--- src/rtl/decoder_pulse.sv ---
// decoder_pulse: handshaked binary-to-one-hot decoder driving a timed pulse followed by an optional idle gap
module decoder_pulse #(
  parameter int IN_W = 3,
  parameter int NOUT = 8,
  parameter int PULSE_LEN = 1,
  parameter int GAP_LEN = 0,
  parameter bit ACT_LOW = 1'b0
) (
  input  logic            clk,
  input  logic            rst,
  input  logic            in_valid,
  output logic            in_ready,
  input  logic [IN_W-1:0] in,
  output logic [NOUT-1:0] out,
  output logic            out_valid,
  output logic            err,
  output logic            busy
);
  localparam int MAXL = PULSE_LEN > GAP_LEN ? PULSE_LEN : GAP_LEN;
  localparam int CW = $clog2(MAXL) + 1;
  typedef enum logic [1:0] {IDLE, DRIVE, GAP} state_t;
  state_t r_state, w_state;
  logic [CW-1:0] r_cnt, w_cnt;
  logic [IN_W-1:0] r_code;
  logic w_last, w_hit, w_drive, w_acc;
  assign w_last = r_cnt == '0;
  assign w_acc = in_valid && in_ready;
  // next state and counter; pulse phase hands over to the gap phase only when a gap exists
  always_comb begin
    w_state = r_state;
    w_cnt = r_cnt - CW'(1);
    case (r_state)
      IDLE: begin
        w_state = w_acc ? DRIVE : IDLE;
        w_cnt = w_acc ? CW'(PULSE_LEN - 1) : r_cnt;
      end
      DRIVE: if (w_last) begin
        w_state = GAP_LEN > 0 ? GAP : IDLE;
        w_cnt = CW'(GAP_LEN > 0 ? GAP_LEN - 1 : 0);
      end
      GAP: w_state = w_last ? IDLE : GAP;
      default: begin
        w_state = IDLE;
        w_cnt = '0;
      end
    endcase
  end
  // state, counter and latched code; the code only changes on acceptance
  always_ff @(posedge clk) begin
    if (rst) begin
      r_state <= IDLE;
      r_cnt <= '0;
      r_code <= '0;
    end else begin
      r_state <= w_state;
      r_cnt <= w_cnt;
      if (w_acc) r_code <= in;
    end
  end
  assign in_ready = r_state == IDLE;
  assign w_drive = r_state == DRIVE;
  assign w_hit = 32'(r_code) < NOUT;
  assign out_valid = w_drive;
  assign busy = r_state != IDLE;
  assign err = w_drive && !w_hit;
  assign out = (w_drive && w_hit ? NOUT'(1) << r_code : '0) ^ {NOUT{ACT_LOW}};
endmodule
--- config.mk ---
export PLATFORM = sky130hd
export DESIGN_NAME = decoder_pulse
export DESIGN_NICKNAME = d
export VERILOG_FILES = /design/src/rtl/decoder_pulse.sv
export SDC_FILE = /design/constraint.sdc
export NUM_CORES = 1
export LEC_CHECK = 0
export CAP_MARGIN = 10
export CORE_AREA = 2 2 39 41
export DETAILED_ROUTE_END_ITERATION = 10
export DIE_AREA = 0 0 41 43
export GPL_ROUTABILITY_DRIVEN = 0
export HOLD_SLACK_MARGIN = 0.05
export PLACE_DENSITY = 0.7
export SETUP_SLACK_MARGIN = 0.05
export SYNTH_ARGS = -nofsm -noshare
export SYNTH_HDL_FRONTEND = slang
export SYNTH_SLANG_ARGS = --single-unit
export TNS_END_PERCENT = 30
--- constraint.sdc ---
create_clock -name clk -period 2.35 [get_ports clk]
set_input_delay 0.47 -clock clk [delete_from_list [all_inputs] [get_ports clk]]
set_output_delay 0.47 -clock clk [all_outputs]
set_load 0.05 [all_outputs]
## Word-level counts from Yosys, hierarchy flattened

Cells that the tools add are included.

| storage, ports and cells | value |
|---|---|
| memories kept | 0 |
| bits in latches | 0 |
| bits in writable memories | 0 |
| ROM bits | 0 |
| input bits | 6 |
| bits in registers | 6 |

| cells by class | value |
|---|---|
| div/mod/pow operators | 0 |
| shift operators | 1 |
| equal/unequal tests | 4 |
| multiplexer cells | 8 |
| reductions and logical operators | 3 |
| $mul | 0 |
| magnitude comparators | 0 |
| bitwise gates (word level) | 0 |
| $add $sub $neg | 1 |

Operators with widths:

| cell | number |
|---|---|
| $mux 8 | 1 |
| $shl 1x3->8 const A | 1 |
| $pmux 2 s3 | 1 |
| $mux 2 | 2 |
| $mux 1 | 3 |
| $pmux 1 s3 | 1 |
| $eq 2x1->1 const B | 1 |
| $eq 2x2->1 const B | 1 |
| $logic_not 2->1 | 1 |
| $ne 2x1->1 const B | 1 |
| $ne 2x2->1 const B | 1 |
| $reduce_bool 2->1 | 1 |
| $logic_and 1x1->1 | 1 |
| $sub 1x1->1 const B | 1 |

## Logic depth before layout (Yosys ltp)

| depth | value |
|---|---|
| word-level depth | 4 |
| mapped depth | 5 |

## Worst setup path after synthesis

OpenSTA, ideal clock, no wires.

| timing path | value |
|---|---|
| kind | flip-flop to output port |
| start | reg r_state[1] |
| end | out out[0] |
| path buffers | 0 |
| stages on the path, launching flop included | 4 |
| data arrival time | 2.249 ns |
| setup slack | -0.369 ns |
| data required time | 1.880 ns |
| cell sequence | dfxtp_1 inv_1 ha_1 nor4b_1 |

| on the way | value |
|---|---|
| longest elaborated chain between the ends | 2 |

RTL lines:

| what | RTL line | source |
|---|---|---|
| start, declared | 22 | `state_t r_state, w_state;` |
| start signal, assigned | 55 | `r_state <= w_state;` |
| $eq 2x1->1 | 61 | `assign w_drive = r_state == DRIVE;` |
| $mux 8 | 66 | `assign out = (w_drive && w_hit ? NOUT'(1) << r_code : '0) ^ {NOUT{ACT_LOW}};` |
| end, declared | 14 | `output logic [NOUT-1:0] out,` |

No other way between the ends.

## Worst setup path in the final report

| timing path | value |
|---|---|
| start | reg r_state[1] |
| end | out out_valid |

| on the way | value |
|---|---|
| longest elaborated chain between the ends | 1 |

RTL lines:

| what | RTL line | source |
|---|---|---|
| $eq 2x1->1 | 61 |  |
| end, declared | 15 | `output logic out_valid,` |

No other way between the ends.

==> run summary <==
CTS
--------------------------------------------------------------------------------
Number of buffers created by CTS                                               3
Clock latency reported for the late side of the worst-skew pair          0.24 ns
Sinks on Clock Net                                                             6
CTS Hold Buffers Added                                                         0
Resize count post-CTS                                                          0
Setup Fix Bufs, Post-CTS                                                       0
Clock-pin slew on the worst setup and hold paths                         0.04 ns
Clk root buf                                                            clkbuf_4
TritonCTS clock tree                                                        done
Maximum count of clock buffers along a single path                             2
H-Tree Depth                                                                   1

TIMING
--------------------------------------------------------------------------------
Slew Viols, Final                                                              0
Number of endpoints failing setup at the final stage                           0
Shortest period the worst path allows                                    2.16 ns
Final hold slack                                                        0.492 ns
Final worst path period share                                              0.917
FMAX                                                                     464 MHz
Final number of hold-violating endpoints                                       0
Setup repair after global routing missed its margin                           no
Post-Route Skew                                                       0.00126 ns

PWR
--------------------------------------------------------------------------------
Power density cells                                                   479 nW/µm²
Worst IR Drop VDD                                                       0.267 mV
Leak Pwr                                                             0.000225 µW

FLOORPLAN
--------------------------------------------------------------------------------
Die height                                                                 43 µm
Area of the core                                                        1380 µm²
Die area                                                                1760 µm²
Starting density of the core                                               0.268
Standard-cell row count                                                       14
IO Pins                                                                       18
Die outline width                                                          41 µm

SYNTHESIS
--------------------------------------------------------------------------------
Largest area contributor in the synthesized netlist                      dfxtp_1
Distinct cell type count of the synthesized netlist                           16
Share of the synthesized area in the top cell type                         0.324
Sequential fraction of the synthesis area                                  0.324
Number of instances in the synthesized netlist                                49
Yosys warning count                                                            0
Syn Nets                                                                      60
Synth Area per Inst                                                     7.56 µm²
Total standard cell area after synthesis                                 370 µm²
Biggest area contributors in the synthesized netlist                dfxtp_1, ha_1, nand2_1, a21oi_1, nand3_1
Number of synthesized register bits                                            6

DRT
--------------------------------------------------------------------------------
Number of iterations in the first detailed-routing pass                        3
Initial detailed-routing violation count                                       8
Routed wire length                                                        786 µm
Post-detailed-route via-to-cell ratio                                       4.54
Count of antenna-violating nets left after detailed routing                    0
Number of remaining DRC errors                                                 0
Wire length per cell                                                     9.47 µm
Via total after detailed routing                                             377

SETUP PATH
--------------------------------------------------------------------------------
Worst setup SP type                                                    flip-flop
Endpoint type of the worst setup path                               primary output
Largest driver fanout on the critical path                                     4
CP Class                                                                 reg2out
Worst path arrival time                                                  1.69 ns
Data required time of the worst path                                     1.88 ns

GLOBAL ROUTE
--------------------------------------------------------------------------------
Remaining global-route overflow                                                0
Maximum number of pins on one net before global-route repair                   8
Number of antenna violations at the first check in global routing              0
Global-route wire length before repair                                   1280 µm
Overall routing resource usage                                             0.111
Number of global-route vias before repair                                    318

FINAL LAYOUT
--------------------------------------------------------------------------------
Count of filler cells inserted in the layout                                 142
Number of inserted diodes                                                      0
Share of layout cells above drive strength 1                               0.209
Layout-stage area growth over the synthesis result                         48.3%
Count of nets after finishing                                                 80
Final non-filler cell total                                                   83

WORST HOLD PATH
--------------------------------------------------------------------------------
Worst min-delay path class                                               reg2reg

STATUS
--------------------------------------------------------------------------------
Result of the run                                                   complete, no violations

PLACE
--------------------------------------------------------------------------------
Post-detailed-placement half-perimeter wirelength                         649 µm
Total of buffers placed on input and output ports                             16
Total placed cells including tap cells                                        80

JOB
--------------------------------------------------------------------------------
Max-capacitance violation count                                                0

[registers in the layout (all words and copies together) (netlist names)]
name,count
r_cnt,1
r_code,3
r_state,2
[worst max-delay path, stage by stage (launching register included)]
cell,delay (ns)
dfxtp_1,0.31
inv_1,0.12
ha_1,0.20
clkdlybuf4s50_1,0.81
[cell families (layout without fill, tap and decap cells)]
logic type	after synthesis	count (layout)	synth area share
buffers and inverters	5	23	0.0608
DFF	6	6	0.324
adders and majority gates	5	5	0.169
AOI/OAI and AO/OA	6	6	0.0912
other	1	1	0.0101
muxes	1	1	0.0270
and+or+nand+nor	25	25	0.318
[synthesized netlist by cell type (all sizes together)]
library cell	count
ha	5
nand3	5
mux2i	1
nor3	2
nand2	7
nand2b	3
inv	4
o2111ai	1
a21oi	5
or3	1
conb	1
nor4b	1
buf	1
dfxtp	6
nor2	6
[layer usage]
| metal | part of all wire | vias up | global-route usage | wire length (µm) |
|---|---|---|---|---|
| met5 | 0 | - | 0 | 0 |
| met4 | 0 | 0 | 0.0600 | 0 |
| met3 | 0.092 | 0 | 0.0628 | 72 |
| met2 | 0.46 | 16 | 0.156 | 361 |
| met1 | 0.45 | 164 | 0.129 | 352 |
| li1 | - | 197 | - | - |
[metrics by stage]
step            util  setup slack [ns]  total power [µW]  TNS, ns  area [µm²]
6_report       0.397             0.194               263        0         549
5_1_grt        0.397             0.131               284        0         549
2_1_floorplan      -            -0.280               153   -0.280         377
3_5_place_dp   0.381             0.447               175        0         527
4_1_cts        0.397             0.182               270        0         549
3_3_place_gp   0.381             0.462               175        0         527
[placed cells by master (no fill, tap or decap)]
cell,count
buf_4,9
nand2_1,7
clkdlybuf4s50_1,7
nor2_1,6
dfxtp_1,6
a21oi_1,5
nand3_1,5
ha_1,5
inv_1,3
nand2b_1,3
clkbuf_4,3
nor3_1,2
inv_2,1
nor4b_2,1
mux2i_1,1
o2111ai_1,1
or3_1,1
conb_1,1
[path summary, 6_finish.rpt]
kind / start / endpoint / slack (ns) / cells past startpoint
setup / recovery: r_state[1] / out_valid / 0.19 / 3
hold / removal: r_cnt / r_state[0] / 0.49 / 2
setup reg to reg: r_state[1] / r_cnt / 1.01 / 5
hold reg to reg: r_cnt / r_state[0] / 0.49 / 2
[power by group]
part | leakage [µW] | internal [µW] | total, µW | switching, µW
Sequential | 0.0000490 | 106 | 111 | 5.00
Clock | 0.0000138 | 57.5 | 90.6 | 33.1
Combinational | 0.000162 | 23.2 | 61.5 | 38.3
[area by class of cell]
class	instances	area, µm²	area share
multi-input combinational	38	234	0.426
timing repair buffer	16	138	0.251
sequential	6	120	0.219
clock buffer	3	22.5	0.0410
tap	16	20.0	0.0364
inverter	4	15.0	0.0273
Power figures use the tool's default switching activity.
